<file path="config.mk">
export PLATFORM = sky130hd
export DESIGN_NAME = lcd_bus_monitor
export DESIGN_NICKNAME = d
export VERILOG_FILES = /design/src/rtl/lcd_bus_monitor.sv
export SDC_FILE = /design/constraint.sdc
export NUM_CORES = 1
export LEC_CHECK = 0
export BUFFER_PORTS_ARGS = -buffer_cell sky130_fd_sc_hd__buf_2
export CORE_MARGIN = 2
export CORE_UTILIZATION = 61
export CTS_CLUSTER_SIZE = 10
export DETAILED_ROUTE_END_ITERATION = 12
export GPL_TIMING_DRIVEN = 0
export PLACE_DENSITY = 0.87
export SYNTH_ARGS = -nofsm -noshare
export SYNTH_HDL_FRONTEND = slang
export SYNTH_SLANG_ARGS = --single-unit
</file>
<file path="constraint.sdc">
create_clock -name i_clk -period 2.9 [get_ports i_clk]
set_input_delay 0.145 -clock i_clk [delete_from_list [all_inputs] [get_ports i_clk]]
set_output_delay 0.145 -clock i_clk [all_outputs]
set_load 0.02 [all_outputs]
</file>
<file path="src/rtl/lcd_bus_monitor.sv">
// Passive HD44780 bus receiver keeping a 2x16 shadow of the visible DDRAM.
// Define LCD_TIMING_CHECK_EN to enable the strobe gap checker.
module lcd_bus_monitor #(
  parameter int P_CLEAR_GAP = 15000,
  parameter int P_CMD_GAP   = 500
) (
  input  logic       i_clk,
  input  logic       i_rst,
  input  logic [7:0] i_LCD_DATA,
  input  logic       i_LCD_EN,
  input  logic       i_LCD_RS,
  input  logic       i_LCD_RW,
  input  logic [4:0] i_rd_addr,
  output logic [7:0] o_rd_data,
  output logic       o_busy,
  output logic       o_display_on,
  output logic       o_cmd_valid,
  output logic [7:0] o_cmd,
  output logic       o_wr_valid,
  output logic [4:0] o_wr_idx,
  output logic       o_overrun,
  output logic       o_err_timing
);

  typedef enum logic {S_CLEAR, S_IDLE} state_t;

  state_t     state_q, state_d;
  logic [4:0] cnt_q, cnt_d;
  logic       en_q;
  logic [9:0] lat_q, lat_d;
  logic [6:0] ac_q, ac_d;
  logic       acv_q, acv_d;
  logic       inc_q, inc_d;
  logic       disp_q, disp_d;
  logic [7:0] cmd_q, cmd_d;
  logic       cmdv_q, cmdv_d;
  logic       wrv_q, wrv_d;
  logic [4:0] wri_q, wri_d;
  logic       ovr_q, ovr_d;
  logic [7:0] rd_q;

  logic [7:0] mem_q [32];
  logic       mem_we;
  logic [4:0] mem_wa;
  logic [7:0] mem_wd;

  logic       lat_rs, lat_rw;
  logic [7:0] lat_dat;
  logic       fall, commit;

  assign lat_rs  = lat_q[9];
  assign lat_rw  = lat_q[8];
  assign lat_dat = lat_q[7:0];
  assign fall    = en_q & ~i_LCD_EN;
  assign commit  = (state_q == S_IDLE) & fall & ~lat_rw;

  // Two-line DDRAM map: 27<->40 and 67<->00 are adjacent.
  function automatic logic [6:0] ac_step(
    input logic [6:0] a,
    input logic       up
  );
    logic [6:0] r;
    if (up) begin
      if (a == 7'h27)      r = 7'h40;
      else if (a == 7'h67) r = 7'h00;
      else                 r = a + 7'd1;
    end else begin
      if (a == 7'h00)      r = 7'h67;
      else if (a == 7'h40) r = 7'h27;
      else                 r = a - 7'd1;
    end
    return r;
  endfunction

  always_comb begin
    state_d = state_q;
    cnt_d   = cnt_q;
    lat_d   = lat_q;
    ac_d    = ac_q;
    acv_d   = acv_q;
    inc_d   = inc_q;
    disp_d  = disp_q;
    cmd_d   = cmd_q;
    cmdv_d  = 1'b0;
    wrv_d   = 1'b0;
    wri_d   = wri_q;
    ovr_d   = ovr_q;
    mem_we  = 1'b0;
    mem_wa  = cnt_q;
    mem_wd  = 8'h20;
    if (i_LCD_EN)
      lat_d = {i_LCD_RS, i_LCD_RW, i_LCD_DATA};
    unique case (state_q)
      S_CLEAR: begin
        mem_we = 1'b1;
        cnt_d  = cnt_q + 5'd1;
        if (cnt_q == 5'd31)
          state_d = S_IDLE;
        if (fall && !lat_rw)
          ovr_d = 1'b1;
      end
      S_IDLE: begin
        if (commit && lat_rs) begin
          if (acv_q && ac_q[5:4] == 2'b00) begin
            mem_we = 1'b1;
            mem_wa = {ac_q[6], ac_q[3:0]};
            mem_wd = lat_dat;
            wrv_d  = 1'b1;
            wri_d  = {ac_q[6], ac_q[3:0]};
          end
          ac_d = ac_step(ac_q, inc_q);
        end else if (commit) begin
          cmd_d  = lat_dat;
          cmdv_d = 1'b1;
          priority case (1'b1)
            lat_dat[7]: begin
              ac_d  = lat_dat[6:0];
              acv_d = 1'b1;
            end
            lat_dat[6]: acv_d = 1'b0;
            lat_dat[5]: ;
            lat_dat[4]: ;
            lat_dat[3]: disp_d = lat_dat[2];
            lat_dat[2]: inc_d = lat_dat[1];
            lat_dat[1]: begin
              ac_d  = 7'h00;
              acv_d = 1'b1;
            end
            lat_dat[0]: begin
              ac_d    = 7'h00;
              acv_d   = 1'b1;
              inc_d   = 1'b1;
              cnt_d   = 5'd0;
              state_d = S_CLEAR;
            end
            default: ;
          endcase
        end
      end
      default: state_d = S_CLEAR;
    endcase
  end

  always_ff @(posedge i_clk) begin
    if (!i_rst) begin
      state_q <= S_CLEAR;
      cnt_q   <= 5'd0;
      en_q    <= 1'b0;
      lat_q   <= '0;
      ac_q    <= 7'h00;
      acv_q   <= 1'b1;
      inc_q   <= 1'b1;
      disp_q  <= 1'b0;
      cmd_q   <= 8'h00;
      cmdv_q  <= 1'b0;
      wrv_q   <= 1'b0;
      wri_q   <= 5'd0;
      ovr_q   <= 1'b0;
      rd_q    <= 8'h00;
    end else begin
      state_q <= state_d;
      cnt_q   <= cnt_d;
      en_q    <= i_LCD_EN;
      lat_q   <= lat_d;
      ac_q    <= ac_d;
      acv_q   <= acv_d;
      inc_q   <= inc_d;
      disp_q  <= disp_d;
      cmd_q   <= cmd_d;
      cmdv_q  <= cmdv_d;
      wrv_q   <= wrv_d;
      wri_q   <= wri_d;
      ovr_q   <= ovr_d;
      rd_q    <= mem_q[i_rd_addr];
    end
  end

  always_ff @(posedge i_clk) begin
    if (i_rst && mem_we)
      mem_q[mem_wa] <= mem_wd;
  end

`ifdef LCD_TIMING_CHECK_EN
  localparam logic [14:0] GapClr = 15'(P_CLEAR_GAP);
  localparam logic [14:0] GapCmd = 15'(P_CMD_GAP);

  logic [14:0] gap_q, gap_d;
  logic        plong_q, plong_d;
  logic        pfs_q, pfs_d;
  logic        err_q, err_d;
  logic        cur_fs, cur_long;

  assign cur_fs   = ~lat_rs & (lat_dat[7:5] == 3'b001);
  assign cur_long = ~lat_rs & (lat_dat[7:2] == 6'd0)
                  & (lat_dat[1] | lat_dat[0]);

  always_comb begin
    gap_d   = (gap_q == 15'h7fff) ? gap_q : gap_q + 15'd1;
    plong_d = plong_q;
    pfs_d   = pfs_q;
    err_d   = err_q;
    if (commit) begin
      gap_d   = 15'd0;
      plong_d = cur_long;
      pfs_d   = cur_fs;
      if (!cur_fs && !pfs_q &&
          (plong_q ? gap_q < GapClr : gap_q < GapCmd))
        err_d = 1'b1;
    end
  end

  // Gap starts saturated so the first strobe after reset is never flagged.
  always_ff @(posedge i_clk) begin
    if (!i_rst) begin
      gap_q   <= 15'h7fff;
      plong_q <= 1'b0;
      pfs_q   <= 1'b0;
      err_q   <= 1'b0;
    end else begin
      gap_q   <= gap_d;
      plong_q <= plong_d;
      pfs_q   <= pfs_d;
      err_q   <= err_d;
    end
  end

  assign o_err_timing = err_q;
`else
  assign o_err_timing = 1'b0;
`endif

  assign o_rd_data    = rd_q;
  assign o_busy       = (state_q == S_CLEAR);
  assign o_display_on = disp_q;
  assign o_cmd_valid  = cmdv_q;
  assign o_cmd        = cmd_q;
  assign o_wr_valid   = wrv_q;
  assign o_wr_idx     = wri_q;
  assign o_overrun    = ovr_q;

endmodule
</file>
Yosys cells after proc, flatten, opt, wreduce, memory -nomap -nowiden
Memories as Yosys holds them, arrays and structs flattened. A register that Yosys moved wholly into a read port is not among the register bits.
Index checks and enable logic that the tools add are counted.

cells by class
  add/subtract/negate cells = 3
  equality and inequality tests = 24
  muxes and demuxes = 60
  bitwise logic cells = 13
  reductions and logical operators = 22

operator list
  cell                   number
  $mux W7                15
  $mux W5                13
  $ne A3 B1 Y1 const B   9
  $mux W1                26
  $mux W8                3
  $reduce_and A8 Y1      3
  $reduce_and A10 Y1     2
  $ne A2 B2 Y1 const B   8
  $eq A7 B7 Y1 const B   2
  $not A1 Y1             10
  $pmux W5 S2            1
  $reduce_bool A4 Y1     2
  $add A7 B1 Y7 const B  1
  $eq A7 B6 Y1 const B   1
  $logic_not A7 Y1       1
  $sub A7 B1 Y7 const B  1
  $ne A2 B1 Y1 const B   3
  $reduce_and A3 Y1      2
  $add A5 B1 Y5 const B  1
  $eq A5 B5 Y1 const B   1
  $logic_and A1 B1 Y1    4
  $pmux W1 S2            2
  $reduce_and A2 Y1      2
  $reduce_bool A2 Y1     2
  4 further kinds        7

word-level totals
  register bits after elaboration = 43
  RAM bits = 256
  output and inout bits = 27
  logic and storage cells = 136
  memories kept = 1

memory list
  memory  depth  width  read ports  clocked after Yosys merged registers in  write ports  line  RTL
  mem_q   32     8      1           1                                        1            42    logic [7:0] mem_q [32];

Depth between registers and ports, before layout
  word-level depth = 11
  mapped depth = 9
  gate-level depth less buffers = 7

Worst setup path before layout
Ideal clock, no wire load.

  path kind = reg2reg
  start = register ac_q[5]
  end = memory mem_q[16][0] (enable)
  setup time = 0.383 ns
  arrival time = 2.028 ns
  slack = 0.488 ns
  cell stages (with the launch flop) = 9
  clock period less this slack = 2.412 ns
  cells stage by stage = dfxtp_1 clkbuf_1 nor3b_1 nand3_1 buf_2 o22ai_1 nand2_1 buf_2 nor3_1

on the way
  word-level cells in the longest chain between the ends = 8
  elaborated cells between the ends (all ways) = 11
  those cells by class = mux (8); reduce/logical (3)

RTL lines
  element                        line  RTL
  start, declared                31    logic [6:0] ac_q, ac_d;
  start signal, assigned         150   ac_q <= 7'h00;
  start signal, assigned         165   ac_q <= ac_d;
  $logic_not A2 Y1 (*)           104   if (acv_q && ac_q[5:4] == 2'b00) begin
  $logic_and A1 B1 Y1 (*)        104
  $mux W1                        104
  $mux W1                        103   if (commit && lat_rs) begin
  $pmux W1 S2                    93    unique case (state_q)
  $logic_and A1 B1 Y1            179   if (i_rst && mem_we)
  $mux W1                        179
  $mux W1 (not written as such)  180   mem_q[mem_wa] <= mem_wd;
  end, declared                  42

Mark *: on every way between the ends. The rest lies on a longest branch, timed or not.

Worst setup path in the final report
  start = register ac_q[2]
  end = memory mem_q[6][0] (enable)

on the way
  word-level cells in the longest chain between the ends = 3

RTL lines
  element  line
  $mux W5  104
  $mux W5  103
  $mux W5  93

Every way passes these cells.

==> Flow_metrics.wiki <==
{| class="wikitable"
! Metric !! Value
|-
| Status || finished with violations
|-
| Violations in the final reports || negative setup slack
|-
| Clk_skew || roughly 0.023 ns
|-
| Post-CTS clock slew at the launch and capture registers of the worst setup and hold paths || ~0.050 ns
|-
| Final Instance Count excl. Fillers || 1119
|-
| Flops & latches, synth || between 300 and 400
|-
| Ant. Diodes || 0
|-
| Layout filler cell count || ~1100
|-
| Final routed DRC violation total || 0
|-
| Global-route wire length before repair || ~46000 um
|-
| Fraction of registers with async set or reset after synthesis || 0
|-
| Io pins || 45
|-
| Critical path startpoint category || register
|-
| Via Count || about 7500
|-
| Fmax || roughly 0.32 GHz
|-
| Total Routing Usage GR || 0.288
|-
| Final critical path time including I/O delays and setup || between 3 and 4 ns
|-
| Port-buffer cells || 39
|-
| CTS tree || yes
|-
| Cell area after synthesis || roughly 12000 sq um
|-
| Arrival time of the worst setup path || 3.26 ns
|-
| Maximum capacitance violations || 0
|-
| Final std cell area, no fill || between 10000 and 15000 sq um
|-
| H-tree lvl count || 2
|-
| Max Root-Sink Buffers || 3
|-
| Hold Fails Final Rpt || 0
|-
| Worst reg-to-reg setup slack || -0.22 ns
|-
| Clock latency on the worst-skew pair || around 0.52 ns
|-
| Worst slack on hold paths || about 0.14 ns
|-
| Clock buffer count from CTS || 36
|-
| Warning count from the yosys run || 0
|-
| Placement row count || 52
|-
| Required time worst endpoint || ~3.0 ns
|-
| Dominant synthesized flop cell || sky130_fd_sc_hd__edfxtp_1
|-
| HPWL after detailed placement || 17800 um
|-
| Average cell area after synthesis || roughly 17 sq um
|-
| Sequential fraction of the synthesis area || 0.700
|-
| Library cell contributing the largest single delay on the critical path || sky130_fd_sc_hd__nor3_2
|-
| Final WL || about 30000 um
|-
| Type of element capturing the critical path || register
|-
| Layout-stage area growth over the synthesis result || 16.1%
|-
| Clock net sink count || about 310
|-
| Total power after layout || 0.00923 W
|-
| Gate Count Post-Synth || 733
|-
| Net count after synthesis || between 700 and 800
|-
| Total iterations of the first detailed-routing run || 6
|-
| Die Y || 147 um
|-
| Tcrit/Tclk final || 1.08
|-
| CP max FO || 10
|-
| Crit path largest cell delay || around 0.77 ns
|-
| Initial Util || 0.618
|-
| Unrepaired setup endpoints after global routing || true
|-
| Via count of the first global-routing pass || 7683
|-
| Die X || roughly 150 um
|-
| Area of placed instances || roughly 13000 sq um
|-
| Iter 0 DRT Violations || 1196
|-
| Via/cell ratio || about 6.7
|-
| Number of antenna violations at the first check in global routing || 0
|-
| # placed instances || 1045
|-
| Average detailed-routed wire length per instance || 27.2 um
|-
| Std-Cell Core Area || about 20000 sq um
|-
| Slew margin rel. || 0.331
|-
| Category of the critical setup timing path || register to register
|-
| Net total in the final layout || 852
|-
| Grt total ovfl || 0
|-
| Number of synthesized flops with an enable pin || ~260
|-
| Least-Margin Pin Slew || between 0.9 and 1 ns
|-
| Pwr dens || between 600 and 700 nW/um^2
|-
| Number of slew-limit violations in the final report || 0
|-
| Critical-path cell list || clkbuf_1, clkbuf_1, nor2b_1, a31oi_1, nor3_2
|-
| Remaining number of nets flagged by the antenna check after routing || 0
|-
| Routability cong. || about 0.9
|-
| Static power due to leakage || between 4 and 5 nW
|-
| Final count of negative-setup-slack endpoints || between 100 and 150
|-
| Max rail drop VDD || between 0.4 and 0.5 mV
|-
| CP dominant cell by count || sky130_fd_sc_hd__clkbuf_1
|-
| Unique masters post-synth || 60
|-
| Maximum number of pins on one net before global-route repair || 33
|-
| Kind of path behind the tightest hold check || input port to register
|-
| Final worst setup slack || -0.220 ns
|-
| Fraction of layout instances using a drive strength above 1 || 0.271
|-
| Area of the die || around 22000 sq um
|-
| CTS Root Cell || sky130_fd_sc_hd__clkbuf_16
|}
[layout by cell type, fill, tap and decap left out, drive strengths merged, types with 5 or more instances in the layout]
cell type / Yosys / layout
dfxtp: 51 / 51
clkbuf: 24 / 80
nor4b: 7 / 7
and2: 9 / 9
nand2: 50 / 50
nand3: 6 / 6
nor2: 41 / 41
dlygate4sd3: 0 / 10
a21oi: 20 / 20
a221oi: 9 / 9
buf: 29 / 78
a31oi: 10 / 10
o22ai: 5 / 5
nor2b: 5 / 5
inv: 13 / 13
edfxtp: 256 / 256
nor3b: 5 / 5
nor3: 29 / 29
mux4: 72 / 72
mux2i: 22 / 22
o221ai: 9 / 9
[sequential cells by signal, summed over array words and instances, names as in the netlist, 5 cells and up]
signal	cells
ac_q	7
o_rd_data	8
cnt_q	5
mem_q	256
o_wr_idx	5
lat_q	10
o_cmd	8
[synthesized netlist by cell type, types with 2 or more instances]
cell type | instances | area, sq um
sky130_fd_sc_hd__a211oi_1 | 3 | 22.5
sky130_fd_sc_hd__a21oi_1 | 20 | 100
sky130_fd_sc_hd__a221oi_1 | 9 | 78.8
sky130_fd_sc_hd__a311oi_1 | 2 | 17.5
sky130_fd_sc_hd__a31oi_1 | 10 | 62.6
sky130_fd_sc_hd__a32o_1 | 2 | 20.0
sky130_fd_sc_hd__a41oi_1 | 3 | 26.3
sky130_fd_sc_hd__and2_1 | 9 | 56.3
sky130_fd_sc_hd__and3_1 | 3 | 18.8
sky130_fd_sc_hd__and4b_1 | 2 | 20.0
sky130_fd_sc_hd__buf_1 | 4 | 15.0
sky130_fd_sc_hd__buf_2 | 18 | 90.1
sky130_fd_sc_hd__buf_4 | 3 | 22.5
sky130_fd_sc_hd__buf_6 | 4 | 45.0
sky130_fd_sc_hd__clkbuf_1 | 24 | 90.1
sky130_fd_sc_hd__dfxtp_1 | 51 | 1020
sky130_fd_sc_hd__edfxtp_1 | 256 | 7690
sky130_fd_sc_hd__ha_1 | 4 | 50.1
sky130_fd_sc_hd__inv_1 | 13 | 48.8
sky130_fd_sc_hd__mux2i_1 | 22 | 220
sky130_fd_sc_hd__mux4_2 | 72 | 1620
sky130_fd_sc_hd__nand2_1 | 50 | 188
sky130_fd_sc_hd__nand2b_1 | 4 | 25.0
sky130_fd_sc_hd__nand3_1 | 6 | 30.0
sky130_fd_sc_hd__nand4_1 | 3 | 18.8
sky130_fd_sc_hd__nor2_1 | 41 | 154
sky130_fd_sc_hd__nor2b_1 | 5 | 31.3
sky130_fd_sc_hd__nor3_1 | 28 | 140
sky130_fd_sc_hd__nor3b_1 | 5 | 37.5
sky130_fd_sc_hd__nor4_1 | 4 | 25.0
sky130_fd_sc_hd__nor4b_1 | 6 | 52.6
sky130_fd_sc_hd__o21a_1 | 2 | 15.0
sky130_fd_sc_hd__o21ai_0 | 2 | 10.0
sky130_fd_sc_hd__o221ai_1 | 9 | 78.8
sky130_fd_sc_hd__o22ai_1 | 5 | 31.3
sky130_fd_sc_hd__xnor2_1 | 2 | 17.5
sky130_fd_sc_hd__xor2_1 | 4 | 35.0
[worst max-delay path: cells and delay by family, from the launching register on]
kind	cells	cell delay, ns
buffers and inverters	2	0.88
DFF	1	0.35
and+or+nand+nor	2	1.14
AOI/OAI and AO/OA	1	0.37
[metrics by stage]
stage	TNS (ns)	setup slack (ns)	utilization
finish	-15.81	-0.220	0.718
global route	-33.85	-0.355	0.718
CTS	-18.28	-0.325	0.708
detailed placement	-71.99	-0.548	0.647
global placement	-56.96	-0.451	0.645
floorplan	0	0.488	-
[what timing repair did]
action                                  CTS  global route
hold buffers                             10             0
endpoints found under the setup margin  381           277
pin swaps                                 0             7
hold endpoints to repair                 10             0
setup buffers                             0             7
gates resized for setup                  25            19
[path summary, 6_finish.rpt]
kind | startpoint | to | depth (start not counted)
worst min-delay path | i_LCD_EN | lat_q[0] | 3
worst max-delay path | ac_q[2] | mem_q[6][0] | 5
worst max register to register | ac_q[2] | mem_q[6][0] | 5
worst min register to register | o_cmd[6] | o_cmd[6] | 2
[kinds of logic (layout without fill, tap and decap cells)]
| family | after synthesis | after routing | share of synthesized area |
|---|---|---|---|
| simple gates | 175 | 175 | 0.0711 |
| mux | 95 | 95 | 0.149 |
| flops | 307 | 307 | 0.700 |
| other cells | 1 | 1 | 0.000302 |
| fa+ha+maj | 4 | 4 | 0.00403 |
| buf+inv | 67 | 183 | 0.0254 |
| compound gates | 78 | 78 | 0.0456 |
| xor+xnor | 6 | 6 | 0.00423 |
[metal layers]
layer / up-vias / GRT usage / wire (um) / share of wire
li1: 3116 / - / - / -
met3: 103 / 0.0671 / 3140 / 0.10
met4: 0 / 0.0961 / 1220 / 0.040
met5: - / 0 / 0 / 0
met2: 530 / 0.496 / 15500 / 0.51
met1: 3735 / 0.368 / 10600 / 0.35
[area by class of cell]
cell class / count / area, sq um / share of cell area
Clock inverter: 1 / 16.3 / 0.00113
Sequential cell: 307 / 8710 / 0.603
Buffer: 53 / 265 / 0.0184
Clock buffer: 56 / 1020 / 0.0705
Multi-Input combinational cell: 359 / 3620 / 0.250
Tap cell: 270 / 338 / 0.0234
Timing Repair Buffer: 59 / 425 / 0.0295
Inverter: 14 / 52.6 / 0.00364
[report_power, final]
part	switching [W]	leakage [nW]	internal, W
sequential	0.0000304	2.50	0.00476
clock	0.00164	0.496	0.00240
combinational	0.000246	1.53	0.000158
Power figures use the tool's default switching activity.
